==> config.mk <==
export PLATFORM = sky130hd
export DESIGN_NAME = cbus_arbiter_flat
export DESIGN_NICKNAME = d
export VERILOG_FILES = /design/src/rtl/cbus_arbiter_pkg.sv /design/src/rtl/cbus_arbiter_if.sv /design/src/rtl/arb_starve_cnt.sv /design/src/rtl/cbus_arbiter.sv /design/src/flat_wrapper.sv
export SDC_FILE = /design/constraint.sdc
export NUM_CORES = 1
export LEC_CHECK = 0
export CORE_AREA = 2 2 203 205
export DETAILED_ROUTE_END_ITERATION = 8
export DIE_AREA = 0 0 205 207
export GPL_TIMING_DRIVEN = 0
export SLEW_MARGIN = 20
export SYNTH_ARGS = -nofsm -noshare
export SYNTH_HDL_FRONTEND = slang
export SYNTH_HIERARCHICAL = 1
export SYNTH_SLANG_ARGS = --single-unit
==> constraint.sdc <==
create_clock -name clk -period 3.4 [get_ports clk]
set_input_delay 1.02 -clock clk [delete_from_list [all_inputs] [get_ports clk]]
set_output_delay 1.02 -clock clk [all_outputs]
set_load 0.005 [all_outputs]
==> src/rtl/cbus_arbiter_pkg.sv <==
// Shared types and constants for the ibus/dbus -> cbus arbiter.
// Request/response structs mirror the core-side ports and the memory-side cbus.
package cbus_arbiter_pkg;

    localparam logic [2:0] MSIZE1 = 3'd0;
    localparam logic [2:0] MSIZE2 = 3'd1;
    localparam logic [2:0] MSIZE4 = 3'd2;
    localparam logic [2:0] MSIZE8 = 3'd3;
    localparam logic [7:0] MLEN1  = 8'd0;
    localparam logic [1:0] AXI_BURST_FIXED = 2'b00;

    typedef struct packed {
        logic        valid;
        logic [63:0] addr;
    } ibus_req_t;

    typedef struct packed {
        logic        addr_ok;
        logic        data_ok;
        logic [31:0] data;
    } ibus_resp_t;

    typedef struct packed {
        logic        valid;
        logic [63:0] addr;
        logic [2:0]  size;
        logic [7:0]  strobe;
        logic [63:0] data;
    } dbus_req_t;

    typedef struct packed {
        logic        addr_ok;
        logic        data_ok;
        logic [63:0] data;
    } dbus_resp_t;

    typedef struct packed {
        logic        valid;
        logic        is_write;
        logic [2:0]  size;
        logic [63:0] addr;
        logic [7:0]  strobe;
        logic [63:0] data;
        logic [7:0]  len;
        logic [1:0]  burst;
    } cbus_req_t;

    typedef struct packed {
        logic        ready;
        logic        last;
        logic [63:0] data;
    } cbus_resp_t;

    typedef enum logic [1:0] {
        IDLE,
        BUSY_I,
        BUSY_D
    } arb_state_t;

endpackage

==> src/rtl/cbus_arbiter_if.sv <==
// Bundle of core-side (ibus/dbus) and memory-side (cbus) channels.
// The arbiter takes the slave view; the core/memory environment takes master.
interface cbus_arbiter_if;
    import cbus_arbiter_pkg::*;

    ibus_req_t  ireq;
    ibus_resp_t iresp;
    dbus_req_t  dreq;
    dbus_resp_t dresp;
    cbus_req_t  oreq;
    cbus_resp_t oresp;

    modport slave  (input ireq, dreq, oresp, output iresp, dresp, oreq);
    modport master (output ireq, dreq, oresp, input iresp, dresp, oreq);
endinterface

==> src/rtl/arb_starve_cnt.sv <==
// Counts dbus grants that bypassed a waiting fetch; once the count reaches
// STARVE_LIMIT the next arbitration is forced to the ibus.
module arb_starve_cnt #(
    parameter int STARVE_LIMIT = 4
) (
    input  logic clk,
    input  logic rst,
    input  logic ireq_valid,
    input  logic grant_ibus,
    input  logic grant_dbus,
    output logic force_ibus
);
    localparam logic [3:0] LIMIT = 4'(STARVE_LIMIT);

    logic [3:0] cnt_q, cnt_d;

    always_comb begin
        cnt_d = cnt_q;
        if (grant_ibus)
            cnt_d = '0;
        else if (grant_dbus && ireq_valid && cnt_q != LIMIT)
            cnt_d = cnt_q + 4'd1;
    end

    always_ff @(posedge clk) begin
        if (rst) cnt_q <= '0;
        else     cnt_q <= cnt_d;
    end

    assign force_ibus = ireq_valid && (cnt_q == LIMIT);

endmodule

==> src/rtl/cbus_arbiter.sv <==
// Two-master cbus arbiter: dbus wins by default, starvation counter forces
// fetch progress, and redirected fetches run to completion silently.
module cbus_arbiter
    import cbus_arbiter_pkg::*;
#(
    parameter int STARVE_LIMIT = 4
) (
    input  logic           clk,
    input  logic           rst,
    cbus_arbiter_if.slave  bus
);
    arb_state_t  state_q, state_d;
    logic        abandon_q, abandon_d;
    logic [63:0] iaddr_q, iaddr_d;
    logic        grant_ibus, grant_dbus, force_ibus;
    logic        complete, i_gone;

    arb_starve_cnt #(.STARVE_LIMIT(STARVE_LIMIT)) u_starve (
        .clk        (clk),
        .rst        (rst),
        .ireq_valid (bus.ireq.valid),
        .grant_ibus (grant_ibus),
        .grant_dbus (grant_dbus),
        .force_ibus (force_ibus)
    );

    assign complete = (state_q != IDLE) && bus.oresp.ready && bus.oresp.last;
    // Once the fetcher lets go, its port may carry a new address; use the grant latch.
    assign i_gone   = abandon_q || !bus.ireq.valid;

    always_ff @(posedge clk) begin
        if (rst) begin
            state_q   <= IDLE;
            abandon_q <= 1'b0;
            iaddr_q   <= '0;
        end else begin
            state_q   <= state_d;
            abandon_q <= abandon_d;
            iaddr_q   <= iaddr_d;
        end
    end

    always_comb begin
        state_d    = state_q;
        abandon_d  = abandon_q;
        iaddr_d    = iaddr_q;
        grant_ibus = 1'b0;
        grant_dbus = 1'b0;
        case (state_q)
            IDLE: begin
                abandon_d = 1'b0;
                if (bus.dreq.valid && !force_ibus) begin
                    state_d    = BUSY_D;
                    grant_dbus = 1'b1;
                end else if (bus.ireq.valid) begin
                    state_d    = BUSY_I;
                    grant_ibus = 1'b1;
                    iaddr_d    = bus.ireq.addr;
                end
            end
            BUSY_I: begin
                if (complete) begin
                    state_d   = IDLE;
                    abandon_d = 1'b0;
                end else if (!bus.ireq.valid) begin
                    abandon_d = 1'b1;
                end
            end
            BUSY_D: begin
                if (complete) state_d = IDLE;
            end
            default: state_d = IDLE;
        endcase
    end

    always_comb begin
        bus.oreq  = '0;
        bus.iresp = '0;
        bus.dresp = '0;
        case (state_q)
            BUSY_I: begin
                bus.oreq.valid     = 1'b1;
                bus.oreq.size      = MSIZE4;
                bus.oreq.addr      = i_gone ? iaddr_q : bus.ireq.addr;
                bus.oreq.len       = MLEN1;
                bus.oreq.burst     = AXI_BURST_FIXED;
                bus.iresp.addr_ok  = complete;
                bus.iresp.data_ok  = complete && !i_gone;
                bus.iresp.data     = iaddr_q[2] ? bus.oresp.data[63:32] : bus.oresp.data[31:0];
            end
            BUSY_D: begin
                bus.oreq.valid     = 1'b1;
                bus.oreq.is_write  = (bus.dreq.strobe != '0);
                bus.oreq.size      = bus.dreq.size;
                bus.oreq.addr      = bus.dreq.addr;
                bus.oreq.strobe    = bus.dreq.strobe;
                bus.oreq.data      = bus.dreq.data;
                bus.oreq.len       = MLEN1;
                bus.oreq.burst     = AXI_BURST_FIXED;
                bus.dresp.addr_ok  = complete;
                bus.dresp.data_ok  = complete;
                bus.dresp.data     = bus.oresp.data;
            end
            default: ;
        endcase
    end

    // Load/store requests cannot be withdrawn once granted.
    a_dreq_held: assert property (@(posedge clk) disable iff (rst)
        (state_q == BUSY_D) |-> bus.dreq.valid);

endmodule
==> src/flat_wrapper.sv <==
// flat-port wrapper written by rule: the top's interface ports become plain ports
module cbus_arbiter_flat import cbus_arbiter_pkg::*;
#(
    parameter int STARVE_LIMIT = 4
)
  (clk, rst, bus_ireq, bus_dreq, bus_oresp, bus_iresp, bus_dresp, bus_oreq);
  cbus_arbiter_if bus_i ();
  input  logic clk;
  input  logic rst;
  input wire logic [$bits(bus_i.ireq)-1:0] bus_ireq;
  input wire logic [$bits(bus_i.dreq)-1:0] bus_dreq;
  input wire logic [$bits(bus_i.oresp)-1:0] bus_oresp;
  output wire logic [$bits(bus_i.iresp)-1:0] bus_iresp;
  output wire logic [$bits(bus_i.dresp)-1:0] bus_dresp;
  output wire logic [$bits(bus_i.oreq)-1:0] bus_oreq;
  assign bus_i.ireq = bus_ireq;
  assign bus_i.dreq = bus_dreq;
  assign bus_i.oresp = bus_oresp;
  assign bus_iresp = bus_i.iresp;
  assign bus_dresp = bus_i.dresp;
  assign bus_oreq = bus_i.oreq;
  cbus_arbiter #(.STARVE_LIMIT(STARVE_LIMIT)) u_core (.clk(clk), .rst(rst), .bus(bus_i));
endmodule
==> results of run 1 <==
==> kinds of logic after synthesis <==
logic type | after synthesis
other cells | 1
buf+inv | 118
simple gates | 461
compound gates | 207
mux | 33
flops | 71
fa+ha+maj | 7
==> layout by cell type, fill, tap and decap left out, drive strengths merged, types with 7 or more instances in the layout <==
master,count
buf,66
clkdlybuf4s50,440
ha,7
clkbuf,65
dlymetal6s2s,8
nand3,194
mux2i,33
dfxtp,71
nand2,67
dlygate4sd2,58
a21oi,70
inv,7
conb,10
nor2b,36
a31oi,64
and2,142
o21ai,67
==> power breakdown <==
part / internal, mW / switching [mW] / total, mW / leakage, nW
Combinational: 1.13 / 1.07 / 2.20 / 3.87
Clock: 0.666 / 0.405 / 1.07 / 0.159
Sequential: 0.889 / 0.0314 / 0.920 / 0.579
==> worst min-delay path, cell delays in order (launching register included) <==
cell,delay [ns]
dfxtp_1,0.30
o21ai_0,0.06
a21oi_1,0.06
==> timing repair <==
action                                  in CTS  in global routing
pin swaps                                    5                  7
resized for setup                          154                 39
buffers inserted                             1                  3
cloned                                       1                  0
endpoints found under the setup margin     219                 55
==> metal layers <==
| metal | share of wire (%) | up-vias | GRT usage (%) |
|---|---|---|---|
| met2 | 52 | 408 | 36.71 |
| met1 | 37 | 4199 | 20.98 |
| met3 | 7.6 | 63 | 5.176 |
| met4 | 3.3 | 14 | 8.360 |
| li1 | - | 4212 | - |
| met5 | 0.21 | - | 0 |
==> cell type report <==
class,instances,area (um2)
Inverter,7,26.28
Clock inverter,6,93.84
Fill cell,4375,27880
Antenna cell,6,15.01
Clock buffer,10,239.0
Multi-Input combinational cell,718,4163
Buffer,110,772.0
Sequential cell,71,1421
Timing Repair Buffer,518,5097
Tap cell,532,665.6
==> sequential cells by signal, summed over array words and instances, names as in the netlist <==
name and count:
u_core/state_q 2, u_core/iaddr_q 64, u_core/abandon_q 1, u_core/u_starve/cnt_q 4
==> how the worst min path moves through the flow <==
stage	slack, ns	cells past startpoint	end	start
after floorplan	0.45	2	u_core/abandon_q	u_core/abandon_q
after global placement	0.46	2	u_core/abandon_q	u_core/abandon_q
after detailed placement	0.47	2	u_core/iaddr_q[13]	u_core/iaddr_q[13]
after CTS	0.48	2	u_core/iaddr_q[30]	u_core/iaddr_q[30]
after global routing	0.49	2	u_core/iaddr_q[21]	u_core/iaddr_q[21]
final	0.48	2	u_core/iaddr_q[18]	u_core/iaddr_q[18]
==> flow_metrics.py, run 1 <==
metrics = {
    "status": {
        "status": "finished, final reports clean",
    },
    "synth": {
        "avgSynthCellArea_um2": 6.762,
        "ys_seq_area_share_pct": 23.41,
        "synth_top_family_by_area": "simple AND/OR/NAND/NOR gates",
        "yosysWarnings": 6,
        "syn_area_mm2": 0.006072,
        "synth_top_area_share_pct": 23.41,
        "synth-xor-area-share_pct": 0,
        "synth_area_leaders": "dfxtp_1 (23%), nand3_1 (16%), and2_1 (15%)",
        "synth.distinct_cells": 40,
        "synthArstFlopShare_pct": 0,
        "synth.most_common_cell": "nand3_1",
        "synthFlopType": "dfxtp_1",
        "synth_top_area_cell": "dfxtp_1",
        "synthCells": 898,
        "synthSimpleGateAreaFrac_pct": 40.88,
        "synth-compound-area-share_pct": 18.71,
        "muxShareOfSynthArea_pct": 5.440,
        "yosys-top-cells-count": "nand3_1 (194), and2_1 (141), dfxtp_1 (71)",
        "synth_fa_ha_area_share_pct": 1.442,
        "ys_seq_elements": 71,
        "synth_edf_count": 0,
    },
    "global_routing": {
        "grt_overflow_total": 0,
        "grt_max_degree": 20,
        "grt_pass1_vias": 9023,
        "antenna_found_initial": 15,
        "grt_usage_pct": 19.84,
        "grt_pass1_wl_mm": 61.58,
    },
    "cts": {
        "cts-root-buf": "clkbuf_16",
        "clock_path_buffers": 2,
        "numCtsBuffers": 9,
        "cts_sinks": 71,
        "clkLatencyLatePin_ns": 0.35,
        "holdBufCountCts": 0,
        "path_clk_slew_ns": 0.06,
        "cts_tree": "yes",
        "htreeDepth": 3,
    },
    "route": {
        "routed_wirelength_mm": 44.35,
        "drt_iter0_markers": 463,
        "dr.pass1.iters": 5,
        "routedWlPerCell_um": 22.42,
        "drcViolationCount": 0,
        "via_per_inst": 4.497,
        "postRouteAntennaNets": 0,
        "via_count": 8896,
    },
    "placement": {
        "place_congestion": 0.9882,
        "place.detailed.hpwl_mm": 37.23,
        "portBuffers": 513,
        "pre_cts_slack_ns": -0.9726,
        "dpl-instance-area_mm2": 0.01191,
        "dp_cells": 1952,
    },
    "timing": {
        "worst_pin_slew_ns": 0.6481,
        "rsz0062_at_grt": "no",
        "hold_slack_ns": 0.4769,
        "fin_skew_ns": 0.007642,
        "hold_viol": 0,
        "tns_ns": 0,
        "fmax_mhz": 295.4,
        "fin_ws_ns": 0.01436,
        "drv_slew": 0,
        "slew_headroom_pct": 56.79,
        "period_needed_ns": 3.386,
        "setup_viol": 0,
        "period_share_pct": 99.58,
    },
    "critical_path": {
        "critPathLaunchType": "input port",
        "cp_cell_sequence": "clkdlybuf4s50_1, mux2i_1, nor2b_1, clkdlybuf4s50_1",
        "ff2ff_setup_slack_ns": 0.77,
        "end_kind": "primary output",
        "r2r_cells": 10,
        "arrival_ns": 2.37,
        "worstReg2RegEnd": "u_core/u_starve/cnt_q[3]",
        "crit_family": "buffers and inverters",
        "cp-endpoint": "bus_iresp[8]",
        "crit_path_frequent_cell": "clkdlybuf4s50_1",
        "worst_ep_required_time_ns": 2.38,
        "path_class": "input port to primary output",
        "crit_start": "bus_oresp[40]",
        "worstPathMaxFanout": 2,
        "regToRegStartpoint": "u_core/u_starve/cnt_q[0]",
        "slowest_delay_ns": 0.59,
        "cp_num_buf_inv": 2,
        "crit_cells": 4,
        "slowest_stage": "clkdlybuf4s50_1",
    },
    "finish": {
        "nets": 1715,
        "final_util_pct": 30.95,
        "drive_above_1_share_pct": 9.444,
        "areaGrowthSynthToFinish_pct": 105.7,
        "finalInstanceArea_mm2": 0.01249,
        "layoutNonFillerInstCount": 1978,
    },
    "floorplanning": {
        "rows": 74,
        "initial_utilization_pct": 15.04,
        "die_x_um": 205,
        "die_y_um": 207,
        "dieArea_mm2": 0.04244,
        "ios": 524,
        "fp.coreArea_mm2": 0.04037,
    },
    "job": {
        "cap_violations": 0,
    },
    "power": {
        "power.total_mw": 4.192,
        "vdd_ir_drop_max_mv": 0.2325,
        "powerDensity_mw_per_mm2": 335.6,
        "p_leak_nw": 4.606,
    },
    "min_path": {
        "hold_class": "flip-flop to flip-flop",
    },
}
No activity file was read; power rests on OpenSTA's default activity.
==> run 2, diff against run 1 <==
ABC_AREA = 1   (was not set)
CORE_AREA = 5 5 200 202   (was 2 2 203 205)
==> run 2 against run 1 <==
Compared with the run above: first-iteration DRC count is 5.4% lower; clock power fell by 11%; maximum frequency rose by 0.89%; hold slack worse by 0.028 ns; synthesized cell count up 33%; sequential power grew 1%; wire length shrank 18%; count of clock-buffer cells in the layout stayed put; flip-flop and latch count unchanged; critical path type unchanged.
==> flow_metrics.py, run 2 <==
metrics = {
    "status": {
        "status": "finished, final reports clean",
    },
    "cts": {
        "cts-root-buf": "clkbuf_16",
        "path_clk_slew_ns": 0.05,
        "holdBufCountCts": 0,
        "clkLatencyLatePin_ns": 0.33,
        "cts_sinks": 71,
        "numCtsBuffers": 9,
        "cts_tree": "yes",
        "htreeDepth": 3,
        "clock_path_buffers": 2,
    },
    "critical_path": {
        "ff2ff_setup_slack_ns": 1.50,
        "critPathLaunchType": "input port",
        "arrival_ns": 2.34,
        "slowest_delay_ns": 0.53,
        "worstPathMaxFanout": 2,
        "path_class": "input port to primary output",
        "slowest_stage": "clkdlybuf4s50_1",
        "end_kind": "primary output",
        "cp_cell_sequence": "clkdlybuf4s50_1, o21ai_0, nor2_2, clkdlybuf4s50_1",
        "worst_ep_required_time_ns": 2.38,
        "worstReg2RegEnd": "u_core/iaddr_q[57]",
        "r2r_cells": 11,
        "crit_start": "bus_oresp[10]",
        "regToRegStartpoint": "u_core/u_starve/cnt_q[1]",
        "crit_path_frequent_cell": "clkdlybuf4s50_1",
    },
    "min_path": {
        "holdCritStartpoint": "u_core/iaddr_q[21]",
        "hold_class": "flip-flop to flip-flop",
        "holdPathEnd": "u_core/iaddr_q[21]",
        "holdPathStages": 2,
    },
    "finish": {
        "final_util_pct": 33.17,
        "multi_input_area_mm2": 0.003383,
        "fill_cells": 4250,
        "nets": 2011,
        "finalInstanceArea_mm2": 0.01264,
        "top_register": "u_core/iaddr_q",
        "regArea_mm2": 0.001423,
        "largest_reg_flops": 64,
        "areaGrowthSynthToFinish_pct": 102.3,
        "layout_commonest_cell": "clkdlybuf4s50_1",
        "drive_above_1_share_pct": 6.974,
        "most-common-layout-cells": "clkdlybuf4s50_1 (453), nand2_1 (352), inv_1 (281)",
        "reg_top3": "u_core/iaddr_q: 64 flops, u_core/u_starve/cnt_q: 4 flops, u_core/state_q: 2 flops",
    },
    "route": {
        "dr.pass1.iters": 7,
        "via_per_inst": 3.970,
        "routed_wirelength_mm": 36.26,
        "drt_iter0_markers": 438,
        "postRouteAntennaNets": 0,
        "drcViolationCount": 0,
        "via_count": 8957,
        "routedWlPerCell_um": 16.07,
    },
    "placement": {
        "place.detailed.hpwl_mm": 30.67,
        "place_congestion": 0.8360,
        "dpl-instance-area_mm2": 0.01206,
        "portBuffers": 513,
    },
    "global_routing": {
        "antenna_found_initial": 7,
        "grt_pass1_vias": 8644,
        "grt_usage_pct": 15.93,
        "grt_max_degree": 13,
        "grt_overflow_total": 0,
        "grt_pass1_wl_mm": 52.58,
    },
    "synth": {
        "synth_top_area_cell": "dfxtp_1",
        "yosys-top-cells-count": "nand2_1 (353), inv_1 (283), a21oi_1 (132)",
        "ys_seq_elements": 71,
        "synth.distinct_cells": 23,
        "synthFlopType": "dfxtp_1",
        "synth_edf_count": 0,
        "ys_seq_area_share_pct": 22.75,
        "synthCells": 1196,
        "synth.most_common_cell": "nand2_1",
        "syn_area_mm2": 0.006247,
        "synth_top_area_share_pct": 22.75,
        "avgSynthCellArea_um2": 5.223,
        "synthArstFlopShare_pct": 0,
        "synth_area_leaders": "dfxtp_1 (23%), nand2_1 (21%), inv_1 (17%)",
        "yosysWarnings": 6,
    },
    "floorplanning": {
        "die_x_um": 205,
        "die_y_um": 207,
        "rows": 72,
        "dieArea_mm2": 0.04244,
        "fp.coreArea_mm2": 0.03811,
        "ios": 524,
        "initial_utilization_pct": 16.39,
    },
    "timing": {
        "setup_viol": 0,
        "period_needed_ns": 3.356,
        "hold_slack_ns": 0.4493,
        "fin_skew_ns": 0.009877,
        "period_share_pct": 98.70,
        "worst_pin_slew_ns": 0.5382,
        "tns_ns": 0,
        "slew_headroom_pct": 64.12,
        "hold_viol": 0,
        "fmax_mhz": 298.0,
        "drv_slew": 0,
    },
    "power": {
        "vdd_ir_drop_max_mv": 0.2075,
        "powerDensity_mw_per_mm2": 282.8,
        "power.total_mw": 3.575,
        "p_leak_nw": 6.685,
    },
    "job": {
        "cap_violations": 0,
    },
}
==> run 2: cell types whose count changed after synthesis, sizes merged, moves of 33 or more <==
cell / before / now
and2: 142 / 1
nor2b: 36 / 0
nand2: 67 / 354
inv: 7 / 288
a21oi: 70 / 132
nor2: 4 / 79
mux2i: 33 / 0
nand3: 194 / 69
a31oi: 64 / 0
==> run 2: metal layers <==
| layer | track usage, % | share of wire (%) | vias up |
|---|---|---|---|
| met1 | 19.85 | 43 | 4002 |
| li1 | - | - | 4606 |
| met4 | 3.396 | 1.3 | 6 |
| met2 | 27.66 | 49 | 306 |
| met5 | 0 | 0.11 | - |
| met3 | 4.082 | 7.2 | 37 |
==> run 2: how the worst max path moves through the flow <==
stage / to / depth (start not counted)
after floorplan: bus_oreq[84] / 6
after global placement: bus_oreq[135] / 8
after detailed placement: bus_oreq[135] / 8
after CTS: bus_oreq[111] / 7
after global routing: bus_oreq[104] / 8
final: bus_iresp[10] / 4
==> run 2: cells by family after synthesis <==
logic type / count (synthesis) / share of synthesized area, %
AO/OA/AOI/OAI: 231 / 18.61
adder cells (fa/ha/maj): 7 / 1.402
buffers and inverters: 379 / 24.99
flip-flops: 71 / 22.75
other: 1 / 0.06003
AND/OR/NAND/NOR: 507 / 32.19
==> run 2: area by class of cell <==
type                    count  area share, %
inverters                 289          8.613
diodes                      3        0.05940
clock inverters             5         0.4653
clock buffers              10          1.891
plain buffers              90          4.712
repair buffers            515          41.10
multi-input cells         755          26.77
well taps                 518          5.128
flip-flops and latches     71          11.26
==> run 2: timing repair <==
item	CTS	global route
resized for setup	94	46
endpoints found under the hold margin	0	0
setup endpoints to repair	201	61
cloned	0	0
buffers inserted	0	2
pin swaps	6	3
==> run 2: power breakdown <==
group	leakage, nW	switching [mW]	internal (mW)	total, mW
clock network	0.141	0.373	0.584	0.957
registers	0.584	0.0246	0.906	0.930
logic	5.96	0.828	0.859	1.69
total	6.69	1.23	2.35	3.57
==> run 2: through the flow <==
step	cells	worst slack [ns]
after floorplan	1205	0.7112
after CTS	2251	-0.01270
after global routing	2255	-0.02044
final	2256	0.04421
after detailed placement	2236	-0.7606
after global placement	2236	-0.7587
==> run 2: critical path: cells and delay by family <==
| family | cells | cell delay (ns) |
|---|---|---|
| AO/OA/AOI/OAI | 1 | 0.11 |
| AND/OR/NAND/NOR | 1 | 0.18 |
| buffers and inverters | 2 | 1.02 |
==> run 3, diff against run 2 <==
CORE_AREA = 5 5 201 203   (was 5 5 200 202)
DIE_AREA = 0 0 206 208   (was 0 0 205 207)
SYNTH_HIERARCHICAL = not set   (was 1)
==> run 3 against run 2 <==
Compared with the run above: hold slack better by 0.019 ns; sequential power is 2% higher; global-route usage is 3.4 points higher; critical path type unchanged; highest routed layer unchanged; setup slack better by 0.016 ns; clock power is 8% higher; wire length is 21% higher; largest power group unchanged.
==> flow_metrics.py, run 3 <==
metrics = {
    "status": {
        "status": "finished, final reports clean",
    },
    "finish": {
        "most-common-layout-cells": "clkdlybuf4s50_1 (440), nand2_1 (265), inv_1 (215)",
        "layout_commonest_cell": "clkdlybuf4s50_1",
        "nets": 2016,
        "largest_reg_flops": 64,
        "finalInstanceArea_mm2": 0.01295,
        "reg_top3": "u_core.iaddr_q: 64 flops, u_core.u_starve.cnt_q: 4 flops, u_core.state_q: 2 flops",
        "top_register": "u_core.iaddr_q",
        "multi_input_area_mm2": 0.003657,
        "regArea_mm2": 0.001421,
        "areaGrowthSynthToFinish_pct": 105.7,
        "drive_above_1_share_pct": 7.692,
        "fill_cells": 4222,
    },
    "timing": {
        "period_needed_ns": 3.340,
        "drv_slew": 0,
        "worst_pin_slew_ns": 0.7987,
        "rsz0062_at_grt": "yes",
        "tns_ns": 0,
        "hold_viol": 0,
        "period_share_pct": 98.22,
        "fin_skew_ns": 0.006466,
        "fmax_mhz": 299.4,
        "setup_viol": 0,
        "slew_headroom_pct": 46.75,
    },
    "synth": {
        "muxShareOfSynthArea_pct": 0,
        "syn_area_mm2": 0.006297,
        "ys_seq_elements": 71,
        "synth-xor-area-share_pct": 0.2782,
        "ys_seq_area_share_pct": 22.57,
        "avgSynthCellArea_um2": 5.287,
        "synth_fa_ha_area_share_pct": 0.9934,
        "synth.most_common_cell": "nand2_1",
        "synth_top_family_by_area": "simple AND/OR/NAND/NOR gates",
        "synthSimpleGateAreaFrac_pct": 37.55,
        "synth_top_area_cell": "dfxtp_1",
        "synthFlopType": "dfxtp_1",
        "synth_top_area_share_pct": 22.57,
        "synthArstFlopShare_pct": 0,
        "synth.distinct_cells": 25,
        "synthCells": 1191,
        "synth-compound-area-share_pct": 17.62,
        "yosys-top-cells-count": "nand2_1 (266), inv_1 (217), nor2_1 (172)",
        "synth_edf_count": 0,
        "synth_area_leaders": "dfxtp_1 (23%), nand2_1 (16%), inv_1 (13%)",
        "yosysWarnings": 0,
    },
    "floorplanning": {
        "initial_utilization_pct": 16.45,
        "dieArea_mm2": 0.04285,
        "ios": 524,
        "die_x_um": 206,
        "fp.coreArea_mm2": 0.03829,
        "rows": 72,
        "die_y_um": 208,
    },
    "min_path": {
        "holdPathStages": 2,
        "hold_class": "flip-flop to flip-flop",
        "holdCritStartpoint": "u_core.u_starve.cnt_q[3]",
        "holdPathEnd": "u_core.u_starve.cnt_q[3]",
    },
    "critical_path": {
        "critPathLaunchType": "input port",
        "r2r_cells": 8,
        "arrival_ns": 2.32,
        "end_kind": "primary output",
        "regToRegStartpoint": "u_core.state_q[0]",
        "ff2ff_setup_slack_ns": 1.19,
        "worstPathMaxFanout": 9,
        "worst_ep_required_time_ns": 2.38,
        "worstReg2RegEnd": "u_core.iaddr_q[61]",
        "path_class": "input port to primary output",
    },
    "global_routing": {
        "grt_overflow_total": 0,
        "grt_pass1_wl_mm": 62.23,
        "grt_max_degree": 13,
        "grt_pass1_vias": 9513,
        "grt_usage_pct": 19.33,
        "antenna_found_initial": 14,
    },
    "power": {
        "powerDensity_mw_per_mm2": 294.1,
        "vdd_ir_drop_max_mv": 0.2474,
        "power.total_mw": 3.810,
        "p_leak_nw": 6.634,
    },
    "route": {
        "via_per_inst": 4.185,
        "drcViolationCount": 0,
        "postRouteAntennaNets": 0,
        "routed_wirelength_mm": 43.74,
        "drt_iter0_markers": 608,
        "dr.pass1.iters": 5,
        "via_count": 9496,
        "routedWlPerCell_um": 19.28,
    },
    "cts": {
        "htreeDepth": 3,
        "cts-root-buf": "clkbuf_16",
        "clock_path_buffers": 2,
        "path_clk_slew_ns": 0.06,
        "numCtsBuffers": 9,
        "clkLatencyLatePin_ns": 0.34,
        "cts_sinks": 71,
        "cts_tree": "yes",
    },
    "placement": {
        "dpl-instance-area_mm2": 0.01211,
        "portBuffers": 513,
        "place_congestion": 0.9211,
        "place.detailed.hpwl_mm": 36.56,
    },
    "job": {
        "cap_violations": 0,
    },
}
run 3: cell count changes in the layout (fill, tap and decap cells not counted), moves of 14 or more:
| cell | delta |
|---|---|
| nor2_1 | +91 |
| o21ai_1 | +26 |
| dlymetal6s2s_1 | -22 |
| nand3_1 | +66 |
| inv_1 | -66 |
| o211ai_1 | +24 |
| dlygate4sd2_1 | +14 |
| nand2_1 | -87 |
| a21oi_1 | -56 |
run 3: worst max-delay path by stage:
stage                       from             to  cells past startpoint
3_5_place_dp        bus_ireq[64]  bus_oreq[129]                      7
2_1_floorplan       bus_ireq[64]   bus_oreq[94]                      6
6_report            bus_ireq[64]  bus_oreq[104]                      9
5_1_grt        u_core.state_q[0]   bus_oreq[56]                      8
3_3_place_gp        bus_ireq[64]  bus_oreq[129]                      7
4_1_cts             bus_ireq[64]   bus_oreq[98]                      9
run 3: cells by family after synthesis:
logic type,count (synthesis)
simple gates,579
buf+inv,324
compound gates,209
flops,71
fa+ha+maj,5
xor+xnor,2
other cells,1
run 3: cell type report:
cell class                      instances  area share, %
Clock inverter                          5         0.6471
Inverter                              218          6.384
Sequential cell                        71          10.97
Multi-Input combinational cell        805          28.23
Antenna cell                            9         0.1738
Clock buffer                           10          1.767
Buffer                                105          6.471
Tap cell                              518          5.003
Timing Repair Buffer                  528          40.35
run 3: per-stage QoR:
step / hold slack [ns] / util (%) / std cells / setup WS, ns
floorplan: 0.4453 / - / 1200 / 0.5540
global placement: 0.4531 / 31.64 / 2231 / -1.338
detailed placement: 0.4630 / 31.64 / 2231 / -1.333
CTS: 0.4727 / 33.54 / 2257 / -0.09080
global route: 0.4899 / 33.84 / 2269 / -0.0005429
finish: 0.4686 / 33.84 / 2269 / 0.06040
run 3: layer usage:
metal	routed length (um)	global-route usage, %	vias up
li1	-	-	4751
met1	17210	22.61	4275
met2	22130	34.93	418
met3	3494	4.734	42
met4	840	5.209	10
met5	69	0	-
run 3: report_power, final:
group / total, mW / switching (mW) / internal, mW
sequential: 0.946 / 0.0407 / 0.905
combinational: 1.84 / 0.935 / 0.901
clock: 1.03 / 0.388 / 0.640
total: 3.81 / 1.36 / 2.45
run 3: critical path, stage by stage:
cell	delay [ns]
buf_2	0.12
inv_2	0.08
nor2_4	0.05
buf_12	0.13
buf_12	0.12
buf_4	0.16
o21ai_0	0.25
o21ai_0	0.11
dlygate4sd2_1	0.27
run 3: timing repair:
item,4_1_cts,5_1_grt
endpoints found under the setup margin,216,89
setup buffers,9,3
hold buffers,0,0
pin swaps,11,6
resized for setup,243,47
cloned,3,0
